==> src/rtl/alu_pkg.sv <==
// Shared definitions for the ALU front-end: opcodes, arbiter FSM states and defaults.
package alu_pkg;

  typedef enum logic [3:0] {
    ADD  = 4'b0000,
    ADDI = 4'b0001,
    AND  = 4'b0010,
    OR   = 4'b0011,
    MUL  = 4'b0101,
    DIV  = 4'b0110,
    MULI = 4'b0111,
    DIVI = 4'b1000
  } alu_op_e;

  typedef enum logic [1:0] {
    IDLE  = 2'd0,
    ISSUE = 2'd1,
    WAIT  = 2'd2,
    RESP  = 2'd3
  } arb_state_e;

  localparam int DEFAULT_TIMEOUT = 64;

  function automatic logic is_legal_op(input logic [3:0] op);
    case (alu_op_e'(op))
      ADD, ADDI, AND, OR, MUL, DIV, MULI, DIVI: return 1'b1;
      default:                                  return 1'b0;
    endcase
  endfunction

  function automatic logic [1:0] idx_onehot(input logic idx);
    return idx ? 2'b10 : 2'b01;
  endfunction

endpackage

==> src/rtl/alu_rr_arb.sv <==
// Two-way round-robin grant: the pointed-to requester wins a tie, a lone requester always wins.
module alu_rr_arb
  import alu_pkg::*;
(
  input  logic [1:0] req,
  input  logic       ptr,
  output logic [1:0] grant
);

  always_comb begin
    grant = 2'b00;
    if (req[ptr]) begin
      grant = idx_onehot(ptr);
    end else if (req[~ptr]) begin
      grant = idx_onehot(~ptr);
    end
  end

endmodule

==> src/rtl/alu_arbiter.sv <==
// Shares one ALU between two requesters: round-robin acceptance, one operation in flight,
// timeout on a silent ALU and a response routed back to the owning requester.
module alu_arbiter
  import alu_pkg::*;
#(
  parameter int N       = 32,
  parameter int TIMEOUT = DEFAULT_TIMEOUT
) (
  input  logic                clk,
  input  logic                rst,
  input  logic [1:0]          req_valid,
  output logic [1:0]          req_ready,
  input  logic [1:0][3:0]     req_opcode,
  input  logic [1:0][N-1:0]   req_a,
  input  logic [1:0][N-1:0]   req_b,
  input  logic [1:0][N-1:0]   req_imm,
  output logic [1:0]          rsp_valid,
  input  logic [1:0]          rsp_ready,
  output logic [N-1:0]        rsp_data,
  output logic                rsp_zero,
  output logic                rsp_err,
  output logic                alu_enable,
  output logic [3:0]          alu_opcode,
  output logic [N-1:0]        alu_dataA,
  output logic [N-1:0]        alu_dataB,
  output logic [N-1:0]        alu_imm,
  input  logic                alu_valid,
  input  logic                alu_zero,
  input  logic [N-1:0]        alu_data
);

  localparam int CW = $clog2(TIMEOUT + 1);
  localparam logic [CW-1:0] LAST_WAIT = CW'(TIMEOUT - 1);

  arb_state_e    state;
  logic          ptr;
  logic          owner;
  logic [CW-1:0] wait_cnt;
  logic [1:0]    grant;
  logic          sel;
  logic          accept;

  alu_rr_arb u_rr_arb (
    .req   (req_valid),
    .ptr   (ptr),
    .grant (grant)
  );

  // Ready is offered only while idle, and never while reset is held.
  assign req_ready = (state == IDLE && !rst) ? grant : 2'b00;
  assign sel       = grant[1];
  assign accept    = |req_ready;

  always_ff @(posedge clk or posedge rst) begin
    if (rst) begin
      state      <= IDLE;
      ptr        <= 1'b0;
      owner      <= 1'b0;
      wait_cnt   <= '0;
      alu_enable <= 1'b0;
      alu_opcode <= '0;
      alu_dataA  <= '0;
      alu_dataB  <= '0;
      alu_imm    <= '0;
      rsp_valid  <= 2'b00;
      rsp_data   <= '0;
      rsp_zero   <= 1'b0;
      rsp_err    <= 1'b0;
    end else begin
      case (state)
        IDLE: begin
          if (accept) begin
            // Pointer moves past the winner so the other side gets the next tie.
            owner      <= sel;
            ptr        <= ~sel;
            alu_opcode <= req_opcode[sel];
            alu_dataA  <= req_a[sel];
            alu_dataB  <= req_b[sel];
            alu_imm    <= req_imm[sel];
            wait_cnt   <= '0;
            if (is_legal_op(req_opcode[sel])) begin
              alu_enable <= 1'b1;
              state      <= ISSUE;
            end else begin
              rsp_valid <= idx_onehot(sel);
              rsp_data  <= '0;
              rsp_zero  <= 1'b0;
              rsp_err   <= 1'b1;
              state     <= RESP;
            end
          end
        end

        ISSUE, WAIT: begin
          if (alu_valid) begin
            alu_enable <= 1'b0;
            rsp_valid  <= idx_onehot(owner);
            rsp_data   <= alu_data;
            rsp_zero   <= alu_zero;
            rsp_err    <= 1'b0;
            state      <= RESP;
          end else if (wait_cnt == LAST_WAIT) begin
            alu_enable <= 1'b0;
            rsp_valid  <= idx_onehot(owner);
            rsp_data   <= '0;
            rsp_zero   <= 1'b0;
            rsp_err    <= 1'b1;
            state      <= RESP;
          end else begin
            wait_cnt <= wait_cnt + 1'b1;
            state    <= WAIT;
          end
        end

        RESP: begin
          if (rsp_ready[owner]) begin
            rsp_valid <= 2'b00;
            state     <= IDLE;
          end
        end

        default: state <= IDLE;
      endcase
    end
  end

endmodule

==> config.mk <==
export PLATFORM = sky130hd
export DESIGN_NAME = alu_arbiter
export DESIGN_NICKNAME = d
export VERILOG_FILES = /design/src/rtl/alu_pkg.sv /design/src/rtl/alu_rr_arb.sv /design/src/rtl/alu_arbiter.sv
export SDC_FILE = /design/constraint.sdc
export NUM_CORES = 1
export LEC_CHECK = 0
export BUFFER_PORTS_ARGS = -buffer_cell sky130_fd_sc_hd__buf_2
export CAP_MARGIN = 10
export CELL_PAD_IN_SITES_DETAIL_PLACEMENT = 1
export CELL_PAD_IN_SITES_GLOBAL_PLACEMENT = 1
export CORE_MARGIN = 2
export CORE_UTILIZATION = 33
export CTS_CLUSTER_DIAMETER = 120
export DETAILED_ROUTE_END_ITERATION = 12
export PLACE_DENSITY = 0.92
export SETUP_SLACK_MARGIN = 0.2
export SYNTH_ARGS = -nofsm -noshare
export SYNTH_HDL_FRONTEND = slang
export SYNTH_SLANG_ARGS = --single-unit
==> constraint.sdc <==
create_clock -name clk -period 14.65 [get_ports clk]
set_input_delay 4.395 -clock clk [delete_from_list [all_inputs] [get_ports clk]]
set_output_delay 4.395 -clock clk [all_outputs]
set_load 0.05 [all_outputs]
==> run summary <==
STA classifies the critical path endpoint as a primary output. The tools report the core area as 20100 um2. The worst setup slack for register-to-register paths was 11210 ps.

The H-tree generated during clock tree synthesis spans 4 levels. During I/O placement, the number of pins put on the boundary was 379. The synthesized netlist devotes 7.98% of its cell area to simple gates. For this run, the number of Yosys warnings is 0. The number of vias in the routed layout was 6338. The mux contribution to synthesized area came out at 12.8%. Height of the chip: 147 um. The initialized floorplan defines 52 standard-cell rows. The number of hold-slack violations in the final timing report was 0.

The post-synthesis register bit count is 148, and the compound-gate portion of the synthesized area is 15.5%. Dominant cell type by count on the critical path: sky130_fd_sc_hd__buf_2. For this run, asynchronously set or reset flops after synthesis account for 100%. The number of endpoints failing setup at the final stage is 0.

The first global-routing pass estimated 37.3 mm of wire. The number of global-route vias before repair is 6985, and the accumulated negative setup slack is 0 ps. Area added between synthesis and finish: 39.5%. The library cells used most frequently in the layout, excluding fill and tap cells, are 378 x sky130_fd_sc_hd__buf_2, 148 x sky130_fd_sc_hd__dfrtp_1, 76 x sky130_fd_sc_hd__inv_1, 71 x sky130_fd_sc_hd__a222oi_1, 39 x sky130_fd_sc_hd__nand2_1.

The worst setup path is launched from an input port. The top fanout value on the critical path came out at 75. The final weighted congestion of routability-driven global placement came out at 0.820.

The number of enable flip-flop cells after synthesis was 0; the port buffer count was 378. The clock period minus worst slack is 10580 ps. The total iterations of the first detailed-routing run is 9, and the cell count after synthesis is 577.

The tightest hold path in the finished design has a slack of 476 ps. The clock reaches the later pin of the worst-skew pair after 420 ps. After clock tree synthesis, the repair step resized 0 gates.

Of the post-synthesis cell area, the dominant cell type holds 55.0%. Summed over all layers, the routed wires come to 24.4 mm. The count of routing violations after the opening detailed-route iteration was 526; the post-CTS repair timing setup buffer count was 0.

After Yosys synthesis, XOR and XNOR cells account for 0% of the synthesized area. Largest net degree at the start of global routing: 99. The critical path class is input port to primary output. The tools report the relative slew slack as 24.5%. The count of nets left with antenna violations once routing finished came out at 0. The run gives 21600 um2 as the full die area. The logs give 0 for the number of max-slew violations in the final report and 0 for the count of hold buffers inserted by post-cts repair.

Setup repair after global routing left no endpoint under its margin. Together, buffers and inverters on the worst path number 3. The post-route netlist has 48.4% of its cells at a drive strength greater than 1.

The net count of the finished layout is 1176. In the routed design, unresolved DRC markers number 0. The total of max-cap violations was 0.

The signal on the critical path passes through buf_2 -> nand2b_1 -> a211oi_4 -> buf_4 -> buf_2. The worst ir drop on vdd is 0.139 mV. The share of the cycle needed by the critical path after routing is 72.2%. Clock-pin slew was measured on the worst setup and hold paths at 70 ps. The initial antenna violation count came out at 6. On the critical path the largest part of the delay comes from buffers and inverters.

The synthesized design spends more area on one cell type than any other, namely sky130_fd_sc_hd__dfrtp_1. After routing the design area is 9390 um2. The logs give 17 for the number of buffers added by the clock tree synthesis step and 2 for the maximum number of buffers from clock root to sink. The logs give 94.5 MHz for the highest achievable clock rate and 148 for the number of sinks on the clock net. The run finished with clean final reports.

After global routing the overflow that remains totals 0. The critical-path cell with the highest stage delay was sky130_fd_sc_hd__buf_4. Predominant post-synthesis flop cell: sky130_fd_sc_hd__dfrtp_1.

For the filler cell count, the log shows 2333. For this design the static power due to leakage is 0.00543 uW. Synthesis produced a netlist with a net count of 821. In the final routed layout, each cell accounts on average for 20.0 um. Summing all placed instances gives a cell area of 8780 um2.

At the pin with the least slew margin, the transition time is 1130 ps. Data on the critical path arrives at its endpoint at 6180 ps. The maximum cell stage delay along the critical path was 660 ps; the average via count per standard cell was 5.19. For the final database, setup skew stands at 9.67 ps.

Of the total synthesized cell area, the portion taken by full adders, half adders and majority gates is 0.744%. The HPWL after detailed placement came out at 18.1 mm. The master cell of the clock root buffer is sky130_fd_sc_hd__clkbuf_16. The number of distinct library cells after synthesis came out at 42. After synthesis, the largest family of logic cells by area is compound AO/OA/AOI/OAI gates. Yosys attributes the largest share of cell area to sky130_fd_sc_hd__dfrtp_1 55%, sky130_fd_sc_hd__a222oi_1 11%, sky130_fd_sc_hd__mux2_4 6.7%. The chip width works out to 147 um. TritonCTS built the clock tree.

The power per cell area came out at 274 nW/um2. The library cell used most frequently in the layout, excluding fill and tap cells, is sky130_fd_sc_hd__buf_2. The path class of the tightest hold or removal check is register to register. After synthesis, the mean cell area works out to 11.7 um2. For this configuration, the core starts out at a cell density of 33.5%.

The run gives 10260 ps as the data required time of the critical path. Sequential elements use 55.0% of the synthesized area. The run gives 6730 um2 as the post-synthesis instance area. Global routing consumed, over all layers together, 22.1% of the routing resources.
cell usage after synthesis (5+ instances only):
library cell and number:
sky130_fd_sc_hd__dfrtp_1 148, sky130_fd_sc_hd__inv_1 77, sky130_fd_sc_hd__a222oi_1 71, sky130_fd_sc_hd__nand2_1 39, sky130_fd_sc_hd__o21ai_0 35, sky130_fd_sc_hd__and3_1 34, sky130_fd_sc_hd__mux2i_1 34, sky130_fd_sc_hd__clkbuf_1 31
sky130_fd_sc_hd__mux2_4 30, sky130_fd_sc_hd__buf_2 8, sky130_fd_sc_hd__mux2_2 6, sky130_fd_sc_hd__nand3_1 6, sky130_fd_sc_hd__a21oi_1 5, sky130_fd_sc_hd__buf_1 5
cell families after synthesis:
kind of cell / count (synthesis)
compound gates: 128
fa+ha+maj: 4
buf+inv: 126
flops: 148
mux: 70
simple gates: 101
power by group:
group	switching, uW	internal [uW]	leakage (uW)
registers	110	593	0.00189
logic	1020	415	0.00326
clock network	182	259	0.000276
worst min-delay path, delay by kind of cell (launching register included):
kind               cells  cell delay (ps)
and+or+nand+nor        1               40
DFF                    1              340
AOI/OAI and AO/OA      1               60
area by class of cell:
| class | count | area, um2 | share of cell area, % |
|---|---|---|---|
| inverter | 78 | 298 | 3.17 |
| multi-input combinational | 303 | 2500 | 26.7 |
| sequential | 148 | 3700 | 39.4 |
| tap | 270 | 338 | 3.60 |
| clock buffer | 20 | 447 | 4.76 |
| timing repair buffer | 384 | 1940 | 20.6 |
| clock inverter | 12 | 145 | 1.55 |
| antenna | 7 | 17.5 | 0.187 |
metal layers:
layer | up-vias | global-route usage [%] | wire length [um]
met5 | - | 0 | 0
li1 | 2843 | - | -
met2 | 292 | 39.5 | 12800
met1 | 3164 | 24.2 | 9050
met4 | 0 | 8.98 | 595
met3 | 39 | 7.05 | 1910
registers in the layout, indices dropped and copies added (netlist names):
| name | flops |
|---|---|
| alu_enable | 1 |
| state | 2 |
| alu_opcode | 4 |
| rsp_data | 32 |
| alu_dataB | 32 |
| owner | 1 |
| rsp_zero | 1 |
| alu_dataA | 32 |
| wait_cnt | 7 |
| rsp_err | 1 |
| rsp_valid | 2 |
| ptr | 1 |
| alu_imm | 32 |
path summary, 6_finish.rpt:
kind	from	to	depth (start not counted)
max	rst	req_ready[0]	5
min	alu_dataA[13]	alu_dataA[13]	2
max reg2reg	state[0]	rsp_data[7]	7
min reg2reg	alu_dataA[13]	alu_dataA[13]	2
max in group asynchronous	rst	alu_imm[1]	3
min in group asynchronous	rst	alu_opcode[3]	2
through the flow:
stage	power, uW	setup WS [ps]	std cells	utilization [%]
after CTS	2590	4120	1215	46.6
final	2570	4070	1222	46.7
after floorplan	1810	1390	577	-
after detailed placement	2140	4120	1183	43.7
after global routing	2700	4000	1221	46.7
after global placement	2080	4160	1183	43.7
(Power assumes the default switching activity.)
